$ cat config.mk
export PLATFORM = sky130hd
export DESIGN_NAME = sha256d_arbiter
export DESIGN_NICKNAME = d
export VERILOG_FILES = /design/src/rtl/sha256d_arbiter.sv
export SDC_FILE = /design/constraint.sdc
export NUM_CORES = 1
export LEC_CHECK = 0
export BUFFER_PORTS_ARGS = -buffer_cell sky130_fd_sc_hd__buf_2
export CAP_MARGIN = 25
export CELL_PAD_IN_SITES_DETAIL_PLACEMENT = 1
export CELL_PAD_IN_SITES_GLOBAL_PLACEMENT = 1
export CORE_AREA = 2 2 507 509
export DETAILED_ROUTE_END_ITERATION = 10
export DIE_AREA = 0 0 509 511
export GPL_ROUTABILITY_DRIVEN = 0
export PLACE_DENSITY_LB_ADDON = 0.1
export SETUP_SLACK_MARGIN = 0.1
export SLEW_MARGIN = 20
export SYNTH_ARGS = -nofsm -noshare
export SYNTH_HDL_FRONTEND = slang
export SYNTH_SLANG_ARGS = --single-unit
$ cat constraint.sdc
create_clock -name clk -period 32.4 [get_ports clk]
set_clock_uncertainty 0.1 [all_clocks]
set_input_delay 1.62 -clock clk [delete_from_list [all_inputs] [get_ports clk]]
set_output_delay 1.62 -clock clk [all_outputs]
set_load 0.1 [all_outputs]
$ cat src/rtl/sha256d_arbiter.sv
// Two-requester round-robin front end for a single sha256d core.
// Optional BUSY watchdog: define SHA256D_ARB_WATCHDOG_EN (limit set by WDOG_CYCLES).
module sha256d_arbiter #(
  parameter int WDOG_CYCLES = 1024
) (
  input  logic         clk,
  input  logic         reset,
  input  logic         req0,
  input  logic         req1,
  input  logic [255:0] din0,
  input  logic [255:0] din1,
  output logic         gnt0,
  output logic         gnt1,
  output logic         done0,
  output logic         done1,
  output logic [255:0] dout,
  output logic         err,
  output logic         core_init,
  output logic [255:0] core_input,
  input  logic         core_ready,
  input  logic [255:0] core_hash,
  input  logic         core_hash_valid
);

  typedef enum logic [1:0] {
    IDLE  = 2'd0,
    START = 2'd1,
    BUSY  = 2'd2
  } state_t;

  state_t         state_q, state_d;
  logic [1:0]     gnt_q, gnt_d;
  logic [1:0]     done_q, done_d;
  logic           init_q, init_d;
  logic [255:0]   dout_q, dout_d;
  logic [255:0]   cin_q, cin_d;
  logic           seen_q, seen_d;
  logic           ptr_q, ptr_d;
  logic           sel_s;
  logic           complete_s;

`ifdef SHA256D_ARB_WATCHDOG_EN
  localparam int WW = $clog2(WDOG_CYCLES + 1);
  localparam logic [WW-1:0] WDOG_LAST = WW'(WDOG_CYCLES - 1);
  logic [WW-1:0]  wdog_q, wdog_d;
  logic           err_q, err_d;
  assign err = err_q;
`else
  logic           unused_wdog_s;
  assign unused_wdog_s = ^WDOG_CYCLES;
  assign err = 1'b0;
`endif

  assign complete_s = seen_q && core_ready && core_hash_valid;

  // State and output registers
  always_ff @(posedge clk or posedge reset) begin
    if (reset) begin
      state_q <= IDLE;
      gnt_q   <= 2'b00;
      done_q  <= 2'b00;
      init_q  <= 1'b0;
      dout_q  <= 256'd0;
      cin_q   <= 256'd0;
      seen_q  <= 1'b0;
      ptr_q   <= 1'b0;
`ifdef SHA256D_ARB_WATCHDOG_EN
      wdog_q  <= '0;
      err_q   <= 1'b0;
`endif
    end else begin
      state_q <= state_d;
      gnt_q   <= gnt_d;
      done_q  <= done_d;
      init_q  <= init_d;
      dout_q  <= dout_d;
      cin_q   <= cin_d;
      seen_q  <= seen_d;
      ptr_q   <= ptr_d;
`ifdef SHA256D_ARB_WATCHDOG_EN
      wdog_q  <= wdog_d;
      err_q   <= err_d;
`endif
    end
  end

  // Next-state logic; ptr_q names the requester that wins a tie
  always_comb begin
    state_d = state_q;
    gnt_d   = gnt_q;
    done_d  = 2'b00;
    init_d  = 1'b0;
    dout_d  = dout_q;
    cin_d   = cin_q;
    seen_d  = seen_q;
    ptr_d   = ptr_q;
    sel_s   = 1'b0;
`ifdef SHA256D_ARB_WATCHDOG_EN
    wdog_d  = wdog_q;
    err_d   = 1'b0;
`endif
    case (state_q)
      IDLE: begin
        if (core_ready && (req0 || req1)) begin
          if (req0 && req1) begin
            sel_s = ptr_q;
          end else begin
            sel_s = req1;
          end
          cin_d   = sel_s ? din1 : din0;
          gnt_d   = sel_s ? 2'b10 : 2'b01;
          init_d  = 1'b1;
          seen_d  = 1'b0;
`ifdef SHA256D_ARB_WATCHDOG_EN
          wdog_d  = '0;
`endif
          state_d = START;
        end else begin
          state_d = IDLE;
        end
      end
      START: begin
        state_d = BUSY;
      end
      BUSY: begin
        if (!core_ready) begin
          seen_d = 1'b1;
        end else begin
          seen_d = seen_q;
        end
        if (complete_s) begin
          dout_d  = core_hash;
          done_d  = gnt_q;
          gnt_d   = 2'b00;
          ptr_d   = ~gnt_q[1];
          state_d = IDLE;
        end
`ifdef SHA256D_ARB_WATCHDOG_EN
        else if (wdog_q == WDOG_LAST) begin
          err_d   = 1'b1;
          gnt_d   = 2'b00;
          ptr_d   = ~gnt_q[1];
          state_d = IDLE;
        end else begin
          wdog_d  = wdog_q + WW'(1);
          state_d = BUSY;
        end
`else
        else begin
          state_d = BUSY;
        end
`endif
      end
      default: begin
        state_d = IDLE;
        gnt_d   = 2'b00;
      end
    endcase
  end

  assign gnt0       = gnt_q[0];
  assign gnt1       = gnt_q[1];
  assign done0      = done_q[0];
  assign done1      = done_q[1];
  assign core_init  = init_q;
  assign core_input = cin_q;
  assign dout       = dout_q;

endmodule

==> impl_metrics.env, run 1 <==
export IMPL_outcome="finished, final reports clean"
export IMPL_end_kind="flop"
export IMPL_r2r_start="ptr_q"
export IMPL_synth_edf_count=0
export IMPL_cts_tree="yes"
export IMPL_fin_nets=3746
export IMPL_yosysWarnings=0
export IMPL_drive_above_1_share=0.562
export IMPL_synth_area_um2=21500
export IMPL_hp_start="core_input[29]"
export IMPL_maxCapViolCount=0
export IMPL_crit_arrival_ns=6.63
export IMPL_antenna_found_initial=119
export IMPL_post_route_period_util=0.192
export IMPL_clkTransAtPathRegs_ns=0.05
export IMPL_die_w_um=509
export IMPL_drt_iter0_drc=533
export IMPL_critPathLaunchType="primary input"
export IMPL_setup_violations_final=0
export IMPL_maxSlewViolCount=0
export IMPL_crit_start="req0"
export IMPL_dieHeight_um=511
export IMPL_use_met1=0.112
export IMPL_cts_resized=0
export IMPL_postRouteWirelength_um=143000
export IMPL_ant_nets=0
export IMPL_vias_per_cell=2.88
export IMPL_placed_cell_area_um2=31800
export IMPL_avgSynthCellArea_um2=12.7
export IMPL_grt_start_max_net_pins=109
export IMPL_grt_first_pass_wirelength_um=190000
export IMPL_drc_errors=0
export IMPL_grt_overflow_total=0
export IMPL_synthTopCellsByCount="520 x dfrtp_1, 259 x nand2_1, 257 x mux2i_1"
export IMPL_port_buffers=1290
export IMPL_path_class="primary input to flop"
export IMPL_yosysMostFrequentCell="dfrtp_1"
export IMPL_grtUsageMet2=0.186
export IMPL_post_cts_setup_buffers=0
export IMPL_placed_cells_incl_taps=6273
export IMPL_grt_pass1_vias=20557
export IMPL_holdCritPathClass="flop to flop"
export IMPL_cts_num_sinks=520
export IMPL_yosys_area_top_type_share=0.605
export IMPL_synth_net_count=2462
export IMPL_grt_busiest_layer="met2"
export IMPL_tns_ns=0
export IMPL_netlist_top_cells_area="dfrtp_1 61%, mux2_2 13%, mux2i_1 12%"
export IMPL_grtUsageTotal=0.107
export IMPL_rsz0062_at_grt="false"
export IMPL_ys_flop_type="dfrtp_1"
export IMPL_fin_cells=6457
export IMPL_max_slew_margin=0.400
export IMPL_numCtsBuffers=81
export IMPL_cts_buffer_depth=3
export IMPL_whs_ns=0.370
export IMPL_period_needed_ns=6.21
export IMPL_critPathMaxFanout=48
export IMPL_area_growth_pct=60.9
export IMPL_register_area_um2=13000
export IMPL_grt_use_met3=0.0568
export IMPL_synthCells=1688
export IMPL_hpwl_um=117000
export IMPL_finalInstanceArea_um2=34600
export IMPL_synthArstFlopShare=1.00
export IMPL_timing_fmax_mhz=161
export IMPL_h_tree_depth=3
export IMPL_tightest_slew_ns=0.899
export IMPL_start_util=0.0842
export IMPL_wl_per_cell_um=22.1
export IMPL_synth_top_cell_by_area="dfrtp_1"
export IMPL_drtPass1Iterations=4
export IMPL_dieArea_um2=260000
export IMPL_hold_viol=0
export IMPL_n_fill_cell=29827
export IMPL_vias=18591
export IMPL_cts_hold_buffers=0
export IMPL_ys_ff_latch=520
export IMPL_cp_required_ns=32.82
export IMPL_yosysUniqueCellTypes=21
export IMPL_clock_root_buffer="clkbuf_16"
export IMPL_core_um2=255000
export IMPL_multi_input_area_um2=7840
export IMPL_insertion_delay_ns=0.70
export IMPL_ys_seq_area_frac=0.605
export IMPL_io_pins=1292
export IMPL_row_count=186
-- final timing paths --
| path | endpoint | slack (ns) | depth (start not counted) |
|---|---|---|---|
| worst max-delay path | core_input[174] | 26.19 | 10 |
| worst min-delay path | core_input[29] | 0.37 | 2 |
| worst max register to register | core_input[174] | 26.87 | 8 |
| worst min register to register | core_input[29] | 0.37 | 2 |
| max in group asynchronous | core_input[223] | 27.86 | 6 |
| min in group asynchronous | dout[145] | 0.80 | 2 |
-- kinds of logic after synthesis --
group           synth area share
compound gates            0.0623
buf+inv                   0.0306
flops                      0.605
mux                        0.254
other cells             0.000174
simple gates              0.0476
-- layer usage --
layer  vias up  routed length (um)
li1       8493                   -
met1      8777               52200
met2       990               69700
met3       249               17400
met4        82                2810
met5         -                 550
-- worst max-delay path, stage by stage --
cell	delay, ns
buf_2	0.14
inv_1	0.08
o21ai_4	0.62
buf_4	0.73
buf_4	0.73
buf_4	0.59
buf_4	0.77
buf_4	0.75
mux2i_1	0.26
o21ai_0	0.09
-- sequential cells by signal, indices dropped and copies added, names as in the netlist --
name and count:
ptr_q 1, done_q 2, seen_q 1, dout 256
state_q 2, core_input 256, gnt_q 2
-- cell type report --
class                      instances  area share
sequential                       520       0.376
multi-input combinational       1047       0.227
inverter                           5    0.000760
tap                             3384       0.122
antenna                           39     0.00282
timing repair buffer            1317       0.193
clock inverter                    22     0.00760
clock buffer                     123      0.0701
-- stage by stage --
| step | utilization | worst slack (ns) |
|---|---|---|
| after floorplan | - | 16.15 |
| after global placement | 0.125 | 25.31 |
| after detailed placement | 0.125 | 25.26 |
| after CTS | 0.135 | 26.07 |
| after global routing | 0.135 | 25.79 |
| final | 0.135 | 26.19 |
-- layout by cell type, fill, tap and decap left out --
master / count
clkbuf_1: 18
o21ai_4: 1
clkbuf_16: 81
and2_1: 2
clkinv_8: 2
clkinv_4: 2
clkinv_2: 11
conb_1: 1
buf_2: 1290
inv_6: 2
inv_16: 1
clkinv_16: 2
a22o_1: 1
nor2_1: 4
o21ai_2: 1
dfrtp_1: 520
nor3b_4: 1
nand2_1: 259
nand3_1: 1
inv_1: 4
a31oi_1: 1
mux2i_1: 257
buf_4: 26
buf_12: 1
o32ai_1: 1
mux2_2: 256
inv_8: 1
o21ai_0: 160
diode_2: 39
o21ai_1: 100
clkbuf_8: 24
or3_4: 1
bufinv_16: 2
Power of run 1 is not shown: default switching activity piles up to over one toggle a cycle in this logic, so the estimate is an artifact.
==> run 2, diff against run 1 <==
- ABC_AREA: unset -> 1
- CORE_AREA: 2 2 507 509 -> 2 2 497 499
- DIE_AREA: 0 0 509 511 -> 0 0 499 501
- clock period: 32.4 -> 5.5 ns (I/O delays scaled with it)
==> run 2 against run 1 <==
Effect of this change:
- final cell count rose by 29%
- routed wire length is 18% higher
- synthesized area grew 5.6%
- sequential share of layout area down 7.5 points
- global-route usage grew 2.4 points
- synthesized cell count increased by 80%
- critical path depth unchanged
- critical endpoint is now core_input[148]
==> impl_metrics.env, run 2 <==
export IMPL_clock_root_buffer="clkbuf_16"
export IMPL_path_class="flop to flop"
export IMPL_yosys_area_top_type_share=0.574
export IMPL_synth_compound_area_frac=0.000662
export IMPL_wl_met2_um=78500
export IMPL_dieArea_um2=250000
export IMPL_grt_pass1_vias=29833
export IMPL_insertion_delay_ns=0.65
export IMPL_netlist_top_cells_area="dfrtp_1 57%, nand2_1 38%, buf_2 3.2%"
export IMPL_tightest_slew_ns=0.955
export IMPL_grt_start_max_net_pins=154
export IMPL_cts_tree="yes"
export IMPL_wl_met1_um=70500
export IMPL_top_layer_used="met5"
export IMPL_synthArstFlopShare=1.00
export IMPL_antenna_found_initial=74
export IMPL_multi_input_area_um2=8790
export IMPL_drtPass1Iterations=4
export IMPL_cts_buffer_depth=3
export IMPL_final_cell_mix="2316 x nand2_1, 1290 x buf_2, 769 x dlygate4sd3_1"
export IMPL_whs_ns=0.0290
export IMPL_postRouteWirelength_um=168000
export IMPL_post_cts_setup_buffers=0
export IMPL_hp_start="din1[109]"
export IMPL_ant_nets=0
export IMPL_fin_nets=5807
export IMPL_dieHeight_um=501
export IMPL_r2r_start="ptr_q"
export IMPL_hpwl_um=129000
export IMPL_area_growth_pct=90.3
export IMPL_synthMuxAreaShare=0
export IMPL_synthAdderAreaFrac=0
export IMPL_synthCells=3030
export IMPL_ys_seq_area_frac=0.574
export IMPL_rsz0062_at_grt="false"
export IMPL_drc_errors=0
export IMPL_fin_cells=8336
export IMPL_synth_area_um2=22700
export IMPL_die_w_um=499
export IMPL_register_area_um2=13000
export IMPL_timing_fmax_mhz=325
export IMPL_crit_start="ptr_q"
export IMPL_n_fill_cell=29542
export IMPL_critPathMaxFanout=53
export IMPL_placed_cells_incl_taps=7400
export IMPL_synth_net_count=3804
export IMPL_synth_edf_count=0
export IMPL_yosysUniqueCellTypes=16
export IMPL_holdCritPathClass="primary input to flop"
export IMPL_numCtsBuffers=82
export IMPL_yosysWarnings=0
export IMPL_core_um2=245000
export IMPL_port_buffers=1290
export IMPL_final_util=0.176
export IMPL_drive_above_1_share=0.285
export IMPL_p_total_mw=32.5
export IMPL_ys_flop_type="dfrtp_1"
export IMPL_period_needed_ns=3.08
export IMPL_yosysMostFrequentCell="nand2_1"
export IMPL_p_leak_nw=23.4
export IMPL_clkTransAtPathRegs_ns=0.06
export IMPL_setup_violations_final=0
export IMPL_yosys_area_share_simple=0.386
export IMPL_cts_num_sinks=520
export IMPL_p_per_area_nw_per_um2=753
export IMPL_maxCapViolCount=0
export IMPL_h_tree_depth=3
export IMPL_synthTopCellsByCount="2317 x nand2_1, 520 x dfrtp_1, 143 x buf_2"
export IMPL_vias_per_cell=3.25
export IMPL_max_slew_margin=0.363
export IMPL_synth_top_family_by_area="simple AND/OR/NAND/NOR gates"
export IMPL_ir_drop_mv=0.267
export IMPL_end_kind="flop"
export IMPL_critPathLaunchType="flop"
export IMPL_synth_xor_area_share=0
export IMPL_grtUsageTotal=0.131
export IMPL_final_common_cell="nand2_1"
export IMPL_wl_met3_um=14500
export IMPL_ys_ff_latch=520
export IMPL_wl_per_cell_um=20.2
export IMPL_cp_required_ns=6.05
export IMPL_post_route_period_util=0.559
export IMPL_grt_overflow_total=0
export IMPL_grt_first_pass_wirelength_um=234000
export IMPL_drt_iter0_drc=1020
export IMPL_start_util=0.0927
export IMPL_maxSlewViolCount=0
export IMPL_hold_viol=0
export IMPL_vias=27105
export IMPL_crit_arrival_ns=3.63
export IMPL_row_count=182
export IMPL_avgSynthCellArea_um2=7.49
export IMPL_outcome="finished, final reports clean"
export IMPL_synth_top_cell_by_area="dfrtp_1"
export IMPL_io_pins=1292
[run 2: per-stage QoR]
| stage | worst slack [ns] | setup TNS (ns) | area, um^2 |
|---|---|---|---|
| global placement | 2.25 | 0 | 32700 |
| detailed placement | 2.22 | 0 | 32700 |
| finish | 2.42 | 0 | 43200 |
| floorplan | -1.94 | -1008.40 | 22700 |
| CTS | 2.21 | 0 | 43100 |
| global route | 2.08 | 0 | 43100 |
[run 2: layout make-up]
type	count	share of cell area
repair buffers	2088	0.336
multi-input cells	2331	0.204
diodes	21	0.00122
inverters	10	0.00148
well taps	3220	0.0933
clock buffers	128	0.0571
clock inverters	18	0.00562
flip-flops and latches	520	0.301
[run 2: final timing paths]
check / depth (start not counted) / end / slack (ns)
worst min register to register: 2 / dout[121] / 0.36
worst min-delay path: 5 / core_input[109] / 0.03
worst max register to register: 10 / core_input[148] / 2.42
worst max-delay path: 10 / core_input[148] / 2.42
max in group asynchronous: 5 / core_input[153] / 3.60
min in group asynchronous: 3 / dout[193] / 0.11
[run 2: what timing repair did]
action / CTS / global route
hold buffers: 769 / 0
gates resized for setup: 0 / 0
endpoints found under the hold margin: 567 / 0
[run 2: logic make-up after synthesis]
kind of cell | after synthesis
and+or+nand+nor | 2327
AOI/OAI and AO/OA | 3
buffers and inverters | 179
DFF | 520
other | 1
[run 2: layer usage]
layer	GRT usage	up-vias
met5	0	-
met2	0.216	900
met1	0.156	12840
met4	0.0407	40
li1	-	13099
met3	0.0497	226
[run 2: worst max-delay path: stages, from the launching register on]
cell           delay, ns
dfrtp_1             0.36
inv_1               0.07
nand2_1             0.08
nand2_4             0.29
buf_4               0.49
buf_4               0.59
nand2_1             0.11
nand2_1             0.14
dlygate4sd3_1       0.62
nand2_1             0.07
nand2_1             0.07
[run 2: power by group]
part           switching, mW  internal [mW]
clock                   2.26           3.14
sequential              1.01           5.62
combinational           17.5           2.97
total                   20.8           11.7
Note: power is estimated with default switching activity, not from simulation.
